--- src/rtl/serial_add_ctrl.sv ---
// serial_add_ctrl: bit-serial adder sequencer around one shared 1-bit full-adder cell.
// Operands are captured on an accepted start, then fed LSB-first through the cell
// over WIDTH enabled cycles; the running carry lives in a register and the result
// is assembled in a right-shifting register, published to sum/cout on the last bit.
// Optional feature macro: SERIAL_ADD_SUB_EN adds a 'sub' input (a - b, cout = no borrow).
module serial_add_ctrl #(
    parameter int unsigned WIDTH = 8
) (
    input  logic             clk,
    input  logic             rst_n,
    input  logic             en,
    input  logic             start,
`ifdef SERIAL_ADD_SUB_EN
    input  logic             sub,
`endif
    input  logic [WIDTH-1:0] a,
    input  logic [WIDTH-1:0] b,
    input  logic             cin,
    output logic             busy,
    output logic             done,
    output logic [WIDTH-1:0] sum,
    output logic             cout
);

    localparam int unsigned  CW   = (WIDTH > 1) ? $clog2(WIDTH) : 1;
    localparam logic [CW-1:0] LAST = CW'(WIDTH - 1);

    typedef enum logic [1:0] {
        IDLE = 2'b00,
        RUN  = 2'b01,
        DONE = 2'b10
    } state_t;

    state_t            state_q, state_d;
    logic [WIDTH-1:0]  a_sr_q, a_sr_d;
    logic [WIDTH-1:0]  b_sr_q, b_sr_d;
    logic [WIDTH-1:0]  res_sr_q, res_sr_d;
    logic              carry_q, carry_d;
    logic [CW-1:0]     cnt_q, cnt_d;
    logic [WIDTH-1:0]  sum_q, sum_d;
    logic              cout_q, cout_d;

    logic [WIDTH-1:0]  b_cap;
    logic              carry_cap;
    logic              fa_sum;
    logic              fa_carry;

    // Operand conditioning at capture: subtraction is a + ~b + 1
`ifdef SERIAL_ADD_SUB_EN
    always_comb begin
        b_cap     = sub ? ~b : b;
        carry_cap = sub ? 1'b1 : cin;
    end
`else
    always_comb begin
        b_cap     = b;
        carry_cap = cin;
    end
`endif

    // The shared 1-bit full-adder cell
    always_comb begin
        fa_sum   = a_sr_q[0] ^ b_sr_q[0] ^ carry_q;
        fa_carry = (a_sr_q[0] & b_sr_q[0]) | (a_sr_q[0] & carry_q) | (b_sr_q[0] & carry_q);
    end

    // Next-state and datapath update; defaults hold every register
    always_comb begin
        state_d  = state_q;
        a_sr_d   = a_sr_q;
        b_sr_d   = b_sr_q;
        res_sr_d = res_sr_q;
        carry_d  = carry_q;
        cnt_d    = cnt_q;
        sum_d    = sum_q;
        cout_d   = cout_q;

        case (state_q)
            IDLE, DONE: begin
                if (start) begin
                    a_sr_d   = a;
                    b_sr_d   = b_cap;
                    carry_d  = carry_cap;
                    res_sr_d = '0;
                    cnt_d    = '0;
                    state_d  = RUN;
                end else begin
                    state_d  = IDLE;
                end
            end
            RUN: begin
                a_sr_d   = {1'b0, a_sr_q[WIDTH-1:1]};
                b_sr_d   = {1'b0, b_sr_q[WIDTH-1:1]};
                res_sr_d = {fa_sum, res_sr_q[WIDTH-1:1]};
                carry_d  = fa_carry;
                cnt_d    = cnt_q + CW'(1);
                if (cnt_q == LAST) begin
                    sum_d   = {fa_sum, res_sr_q[WIDTH-1:1]};
                    cout_d  = fa_carry;
                    state_d = DONE;
                end
            end
            default: state_d = IDLE;
        endcase
    end

    // State and datapath registers; en=0 freezes everything, reset aborts any operation
    always_ff @(posedge clk or negedge rst_n) begin
        if (!rst_n) begin
            state_q  <= IDLE;
            a_sr_q   <= '0;
            b_sr_q   <= '0;
            res_sr_q <= '0;
            carry_q  <= 1'b0;
            cnt_q    <= '0;
            sum_q    <= '0;
            cout_q   <= 1'b0;
        end else if (en) begin
            state_q  <= state_d;
            a_sr_q   <= a_sr_d;
            b_sr_q   <= b_sr_d;
            res_sr_q <= res_sr_d;
            carry_q  <= carry_d;
            cnt_q    <= cnt_d;
            sum_q    <= sum_d;
            cout_q   <= cout_d;
        end
    end

    // Status decode straight from the state register
    always_comb begin
        busy = (state_q == RUN);
        done = (state_q == DONE);
        sum  = sum_q;
        cout = cout_q;
    end

endmodule

--- config.mk ---
export PLATFORM = sky130hd
export DESIGN_NAME = serial_add_ctrl
export DESIGN_NICKNAME = d
export VERILOG_FILES = /design/src/rtl/serial_add_ctrl.sv
export SDC_FILE = /design/constraint.sdc
export NUM_CORES = 1
export LEC_CHECK = 0
export ABC_AREA = 1
export CAP_MARGIN = 20
export CORE_MARGIN = 8
export CORE_UTILIZATION = 52
export DETAILED_ROUTE_END_ITERATION = 16
export PLACE_DENSITY_LB_ADDON = 0.15
export SLEW_MARGIN = 20
export SYNTH_ARGS = -nofsm -noshare
export SYNTH_HDL_FRONTEND = slang
export SYNTH_SLANG_ARGS = --single-unit
--- constraint.sdc ---
create_clock -name clk -period 1.4 [get_ports clk]
set_input_delay 0.14 -clock clk [delete_from_list [all_inputs] [get_ports clk]]
set_output_delay 0.14 -clock clk [all_outputs]
set_load 0.005 [all_outputs]
* Word level (Yosys, flattened, before mapping)
Cells that the tools add are included.
Storage, ports and cells: register bits after elaboration 39, latch bits 0, RAM bits 0, memory bits (read-only) 0, bits of input ports 21, output and inout port bits 11, word-level logic and storage cells 40, memories 0
Cells by class: add/subtract/negate cells 1, $mul 0, divide/modulo/power cells 0, $lt $le $gt $ge 0, eq/ne operators 5, shift operators 0, mux-type cells 13, bitwise logic cells 7, reductions and logical operators 6
Operators with widths (count):
- one-hot mux 8 bit (2 select lines) | 3
- two-way mux 8 bit | 3
- one-hot mux 3 bit (2 select lines) | 1
- AND reduction 3 bit | 2
- one-hot mux 2 bit (2 select lines) | 1
- adder 3 x 1 -> 3 bit, second input constant | 1
- AND 1 bit | 3
- == test 3 bit, second input constant | 1
- two-way mux 3 bit | 1
- == test 2 x 1 -> 1 bit, second input constant | 1
- == test 2 bit, second input constant | 1
- zero test 2 bit | 1
- two-way mux 1 bit | 2
- two-way mux 2 bit | 1
- inequality test 2 x 1 -> 1 bit, second input constant | 1
- inequality test 2 bit, second input constant | 1
- OR 1 bit | 2
- one-hot mux 1 bit (2 select lines) | 1
- AND reduction 2 bit | 1
- nonzero test 2 bit | 1
- OR reduction 2 bit | 1
- XOR 1 bit | 2

* Logic depth before layout (Yosys ltp)
Gate-level depths: netlist of the first run.
word-level depth 4, depth in mapped cells 7, depth with buffers taken out 7

* Worst setup path after synthesis of the first run
Ideal clock, no wire load.
path kind reg-to-reg, start point register cnt_q[0], end point register state_q[1], library setup time 128 ps, arrival time 1086 ps, required time 1272 ps, path slack 186 ps, cell stages (with the launch flop) 7, buffers on the path 0, clock period less this slack 1214 ps, cells stage by stage dfrtp_1 -> ha_1 -> ha_1 -> nand2_1 -> inv_2 -> nand2_4 -> o21ai_0
On the way: word-level cells in the longest chain between the ends 3
Ends and longest elaborated chain:
- start: declaration | RTL line 39 | logic [CW-1:0] cnt_q, cnt_d;
- start signal: assignment | RTL line 124 | cnt_q <= cnt_d;
- == test 3 bit | RTL line 97 | if (cnt_q == LAST) begin
- inequality test 2 x 1 -> 1 bit (no line)
- AND reduction 2 bit (no line)
- end signal: assignment | RTL line 119 | state_q <= state_d;
- end: declaration | RTL line 34 | state_t state_q, state_d;
Every way passes these cells. A chain may end at the register's enable or synchronous reset.

* Worst setup path in the final report of the first run
start point register state_q[0], end point register b_sr_q[7]
On the way: word-level cells in the longest chain between the ends 4, elaborated cells on any way between the ends 8, those cells by class 3 x eq/ne; 1 x mux; 4 x reduce/logical
Ends and longest elaborated chain:
- == test 2 bit or zero test 2 bit (tied branches) | RTL line 78 | case (state_q)
- OR reduction 2 bit | RTL line 78
- inequality test 2 bit (no line) or nonzero test 2 bit (tied branches)
- AND reduction 3 bit (no line)
- end signal: assignment | RTL line 121 | b_sr_q <= b_sr_d;
- end: declaration | RTL line 36 | logic [WIDTH-1:0] b_sr_q, b_sr_d;
Parallel ways exist; a longest one is shown, timed or not.

==> flow_summary.ini, run 1 <==
[run_status]
run_status = finished, final reports clean

[timing]
clock_skew_ns = 0.00903
hold_viol = 0
rsz0062_at_grt = true
drv_slew = 0
period_share = 0.986
finalSetupViolCount = 0
fin_setup_tns_ns = 0
slew_headroom = 0.744
max_freq_mhz = 724
finalWorstSetupSlack_ns = 0.0197
tightest_slew_ns = 0.383
period_minus_slack_ns = 1.38

[place]
hpwl_um = 2730
place_congestion = 0.794
numPortBuffers = 31
pre_cts_ws_ns = -0.0000628

[global_routing]
grt_overflow = 0
grt_pass1_vias = 1545
grt_max_degree = 39
antenna_found_initial = 0
grt_pass1_wl_um = 7080
grtUsageTotal = 0.164

[synthesis]
yosysTopAreaCell = dfrtp_1
synth-edff-count = 0
synth_ff_type = dfrtp_1
synth_area_per_cell_um2 = 8.24
yosysMostFrequentCell = nand2_1
ys_seq_elements = 38
synth_warnings = 0
synth_nets = 245
synth_area_leaders = dfrtp_1 (52%), nand2_1 (21%), nand3_1 (14%)
ys_types = 19
syn_area_mm2 = 0.00182
async_reset_ff_frac = 1.00
ys_seq_area_frac = 0.522
netlist.area_leader.share = 0.522
yosys-top-cells-count = nand2_1 (103), nand3_1 (51), dfrtp_1 (38)
syn_inst = 221

[routing]
drt_first_pass_iters = 4
drt_wl_total_um = 4410
viasPerCell = 5.13
routedWlPerCell_um = 13.8
vias = 1641
postRouteAntennaNets = 0
drt_iter0_markers = 136
drcViolationCount = 0

[layout]
drive_gt1_frac = 0.168
nets = 298
diodes = 0
syn2layout_area_growth_pct = 36.5

[floorplanning]
num_rows = 21
die_w_um = 75.2
start_util = 0.542
fp.dieH_um = 75.2
core_area_mm2 = 0.00336
die-area_mm2 = 0.00565
ios = 32

[cts]
clock_latency_ns = 0.34
cts_tree = done
clkSlewWorstSetupHoldPaths_ns = 0.11
cts_sinks = 38
clockBufferDepth = 2
h-tree-depth = 2
cts_root_buf = clkbuf_4
cts-hold-fix-buffers = 0
numCtsBuffers = 5

[worst_setup_path]
regToRegSetupSlack_ns = 0.02
worstSetupEndpointType = flip-flop
required_ns = 1.65
start_kind = flip-flop
cp_max_fo = 9
critPathKind = flip-flop to flip-flop
crit_arrival_ns = 1.63

[worst_hold_path]
hold_path_class = input pin to async pin

[flow_run]
cap_violations = 0

[power]
leakage_nw = 1.41
vdd_drop_max_uv = 955
cellPowerDensity_mw_per_mm2 = 1570
==> registers in the layout (all words and copies together) (netlist names) <==
register	flops
cout	1
cnt_q	3
res_sr_q	7
carry_q	1
state_q	2
b_sr_q	8
sum	8
a_sr_q	8
==> final timing paths <==
| check | endpoint | cells past startpoint | start |
|---|---|---|---|
| max | b_sr_q[7] | 7 | state_q[0] |
| min | state_q[0] | 2 | rst_n |
| max reg2reg | b_sr_q[7] | 7 | state_q[0] |
| min reg2reg | sum[4] | 2 | sum[4] |
| max in group asynchronous | b_sr_q[2] | 2 | rst_n |
| min in group clk | a_sr_q[7] | 3 | a[7] |
==> layer usage <==
metal	routed length, µm	vias up	share of wire	GRT usage
met4	38	0	0.0086	0.0384
li1	-	823	-	-
met2	2060	59	0.47	0.253
met5	0	-	0	0
met3	332	5	0.075	0.0559
met1	1980	754	0.45	0.215
==> cell usage in the layout, fill, tap and decap left out, drive strengths merged <==
cell type	n
buf	24
ha	2
or2	1
dlygate4sd2	1
clkinv	1
o21ai	2
nor2	2
dlymetal6s2s	4
nand2	106
fa	1
clkbuf	8
clkdlybuf4s50	25
dfrtp	38
bufinv	1
inv	4
nand3	54
==> report_power, final <==
| group | internal, mW | switching [mW] |
|---|---|---|
| logic | 0.660 | 0.837 |
| clock network | 0.416 | 0.352 |
| registers | 1.42 | 0.210 |
==> worst max-delay path: stages, from the launching register on <==
cell and delay [ns]:
dfrtp_1 0.37, buf_4 0.13, buf_4 0.11, buf_4 0.18
nand3_4 0.14, clkbuf_16 0.20, nand3_1 0.08, nand2_1 0.06
==> per-stage QoR <==
stage	hold WS, ns	util	cells	total power, mW	cell area (µm²)
final	0.167	0.739	320	3.90	2490
after global routing	0.171	0.739	320	4.18	2490
after CTS	0.167	0.697	311	3.76	2340
after detailed placement	0.458	0.660	301	2.93	2220
after global placement	0.455	0.660	301	2.91	2220
after floorplan	-0.156	-	221	2.55	1820
==> cell families after synthesis <==
family	synth area share
AOI/OAI and AO/OA	0.00549
buffers and inverters	0.0584
adders and majority gates	0.0247
and+or+nand+nor	0.389
DFF	0.522
==> cell type report <==
class	count	area, µm²
flip-flops and latches	38	951
fillers	262	877
multi-input cells	168	817
repair buffers	56	548
well taps	46	57.6
clock buffers	6	51.3
inverters	5	31.3
clock inverters	1	30.0
==> what timing repair did <==
item,4_1_cts,5_1_grt
endpoints found under the setup margin,2,35
gates resized for setup,9,15
pin swaps,0,1
buffers inserted,3,7
cloned,0,2
(Power assumes the default switching activity.)
==> inputs of run 2 (changes only) <==
Settings changed: CELL_PAD_IN_SITES_DETAIL_PLACEMENT set to 0, CELL_PAD_IN_SITES_GLOBAL_PLACEMENT set to 1, CORE_UTILIZATION 52 to 38, MAX_ROUTING_LAYER set to met4, REMOVE_ABC_BUFFERS set to 1.
==> run 2 against run 1 <==
Compared with the run above: design area fell by 4.9%; flip-flop and latch count did not move; die area rose by 29%; wire length fell by 6.0%; combinational power fell by 14%; non-clock buffer count fell by 8; via count fell by 4.6%; critical path depth fell by 4; critical endpoint is now done; largest power group unchanged.
==> flow_summary.ini, run 2 (same netlist as run 1, synthesis figures left out) <==
[routing]
drt_iter0_markers = 94
drt_wl_total_um = 4140
drcViolationCount = 0
vias = 1565
postRouteAntennaNets = 0
drt_first_pass_iters = 4
viasPerCell = 4.89
routedWlPerCell_um = 12.9

[floorplanning]
start_util = 0.391
num_rows = 25
core_area_mm2 = 0.00466
die-area_mm2 = 0.00727
ios = 32
die_w_um = 85.2
fp.dieH_um = 85.2

[cts]
clock_latency_ns = 0.29
h-tree-depth = 2
cts_root_buf = clkbuf_8
numCtsBuffers = 5
cts_sinks = 38
cts_tree = done
clkSlewWorstSetupHoldPaths_ns = 0.07
clockBufferDepth = 2

[worst_setup_path]
reg2regPathDepth = 7
path_cells = inv_2, nor2_1, dlygate4sd2_1
required_ns = 1.26
r2r_start = cnt_q[0]
regToRegSetupSlack_ns = 0.08
cp_slowest_cell = dfrtp_1
critPathMaxStageDelay_ns = 0.39
critPathKind = flip-flop to output port
start_kind = flip-flop
worstSetupEndpointType = output port
cp_max_fo = 9
crit_arrival_ns = 1.20
worst_r2r_endpoint = sum[2]

[run_status]
run_status = finished, final reports clean

[timing]
period_share = 0.956
period_minus_slack_ns = 1.34
rsz0062_at_grt = true
drv_slew = 0
hold_viol = 0
clock_skew_ns = 0.00483
tightest_slew_ns = 0.457
finalSetupViolCount = 0
slew_headroom = 0.695
fin_setup_tns_ns = 0
max_freq_mhz = 747

[layout]
mostFrequentLayoutCells = nand2_1 (102), nand3_1 (51), dfrtp_1 (38)
nets = 289
diodes = 0
layout_commonest_cell = nand2_1
nFillCells = 466
drive_gt1_frac = 0.132
multi_input_area_um2 = 772
fin_cells = 320
seq_area_um2 = 951
syn2layout_area_growth_pct = 29.8

[flow_run]
cap_violations = 0

[place]
numPortBuffers = 31
dp.cells = 310
place_congestion = 0.727
hpwl_um = 2910

[global_routing]
grt_overflow = 0
grt_pass1_vias = 1558
antenna_found_initial = 0
grt_pass1_wl_um = 7380
grtUsageTotal = 0.129
grt_max_degree = 21

[power]
power_mw = 3.79
vdd_drop_max_uv = 744
leakage_nw = 1.29
cellPowerDensity_mw_per_mm2 = 1600

[worst_hold_path]
hold_path_class = input pin to async pin
[run 2: cell count changes in the layout (fill, tap and decap cells not counted), moves of 2 or more]
| cell | delta |
|---|---|
| buf_4 | -6 |
| clkbuf_8 | +7 |
| clkbuf_4 | -5 |
| dlymetal6s2s_1 | -4 |
| nand2_8 | -2 |
| clkdlybuf4s50_1 | +3 |
[run 2: worst max-delay path by stage]
stage           endpoint  slack (ns)       start
2_1_floorplan  a_sr_q[0]       -0.21  state_q[0]
3_3_place_gp      sum[0]        0.02          en
3_5_place_dp      sum[4]       0.005          en
4_1_cts             busy        0.05  state_q[1]
5_1_grt             done       -0.02  state_q[1]
6_report            done        0.06  state_q[1]
[run 2: per-stage QoR]
stage                     setup slack [ns]   util  hold WS (ns)  instance area [µm²]
after CTS                           0.0505  0.506         0.344                 2360
after global routing               -0.0159  0.507         0.373                 2360
final                               0.0616  0.507         0.327                 2360
after floorplan                     -0.209      -        -0.156                 1730
after global placement              0.0210  0.479         0.129                 2230
after detailed placement           0.00473  0.479         0.123                 2230
[run 2: cell type report]
cell class / count / share of cell area
Clock buffer: 8 / 0.0466
Inverter: 5 / 0.00794
Multi-Input combinational cell: 167 / 0.326
Sequential cell: 38 / 0.402
Tap cell: 54 / 0.0286
Timing Repair Buffer: 48 / 0.188
[run 2: metal layers]
layer	global-route usage	routed length, µm	part of all wire
met5	-	0	0
met4	0.0583	74	0.018
met3	0.0367	216	0.052
met2	0.171	1700	0.41
met1	0.176	2150	0.52
[run 2: power by group]
part           leakage [nW]  switching, mW  internal [mW]  total, mW
logic                 0.728          0.742          0.543       1.29
clock network        0.0575          0.380          0.497      0.878
registers             0.502          0.207           1.42       1.63
[run 2: repair_timing]
action | CTS | global route
endpoints found under the hold margin | 18 | 0
setup endpoints to repair | 2 | 9
setup buffers | 1 | 0
hold buffers | 1 | 0
gates resized for setup | 2 | 2
[run 2: critical path: cells and delay by family (launching register included)]
| family | cells | cell delay, ns |
|---|---|---|
| AND/OR/NAND/NOR | 1 | 0.07 |
| flip-flops | 1 | 0.39 |
| buffers and inverters | 2 | 0.45 |
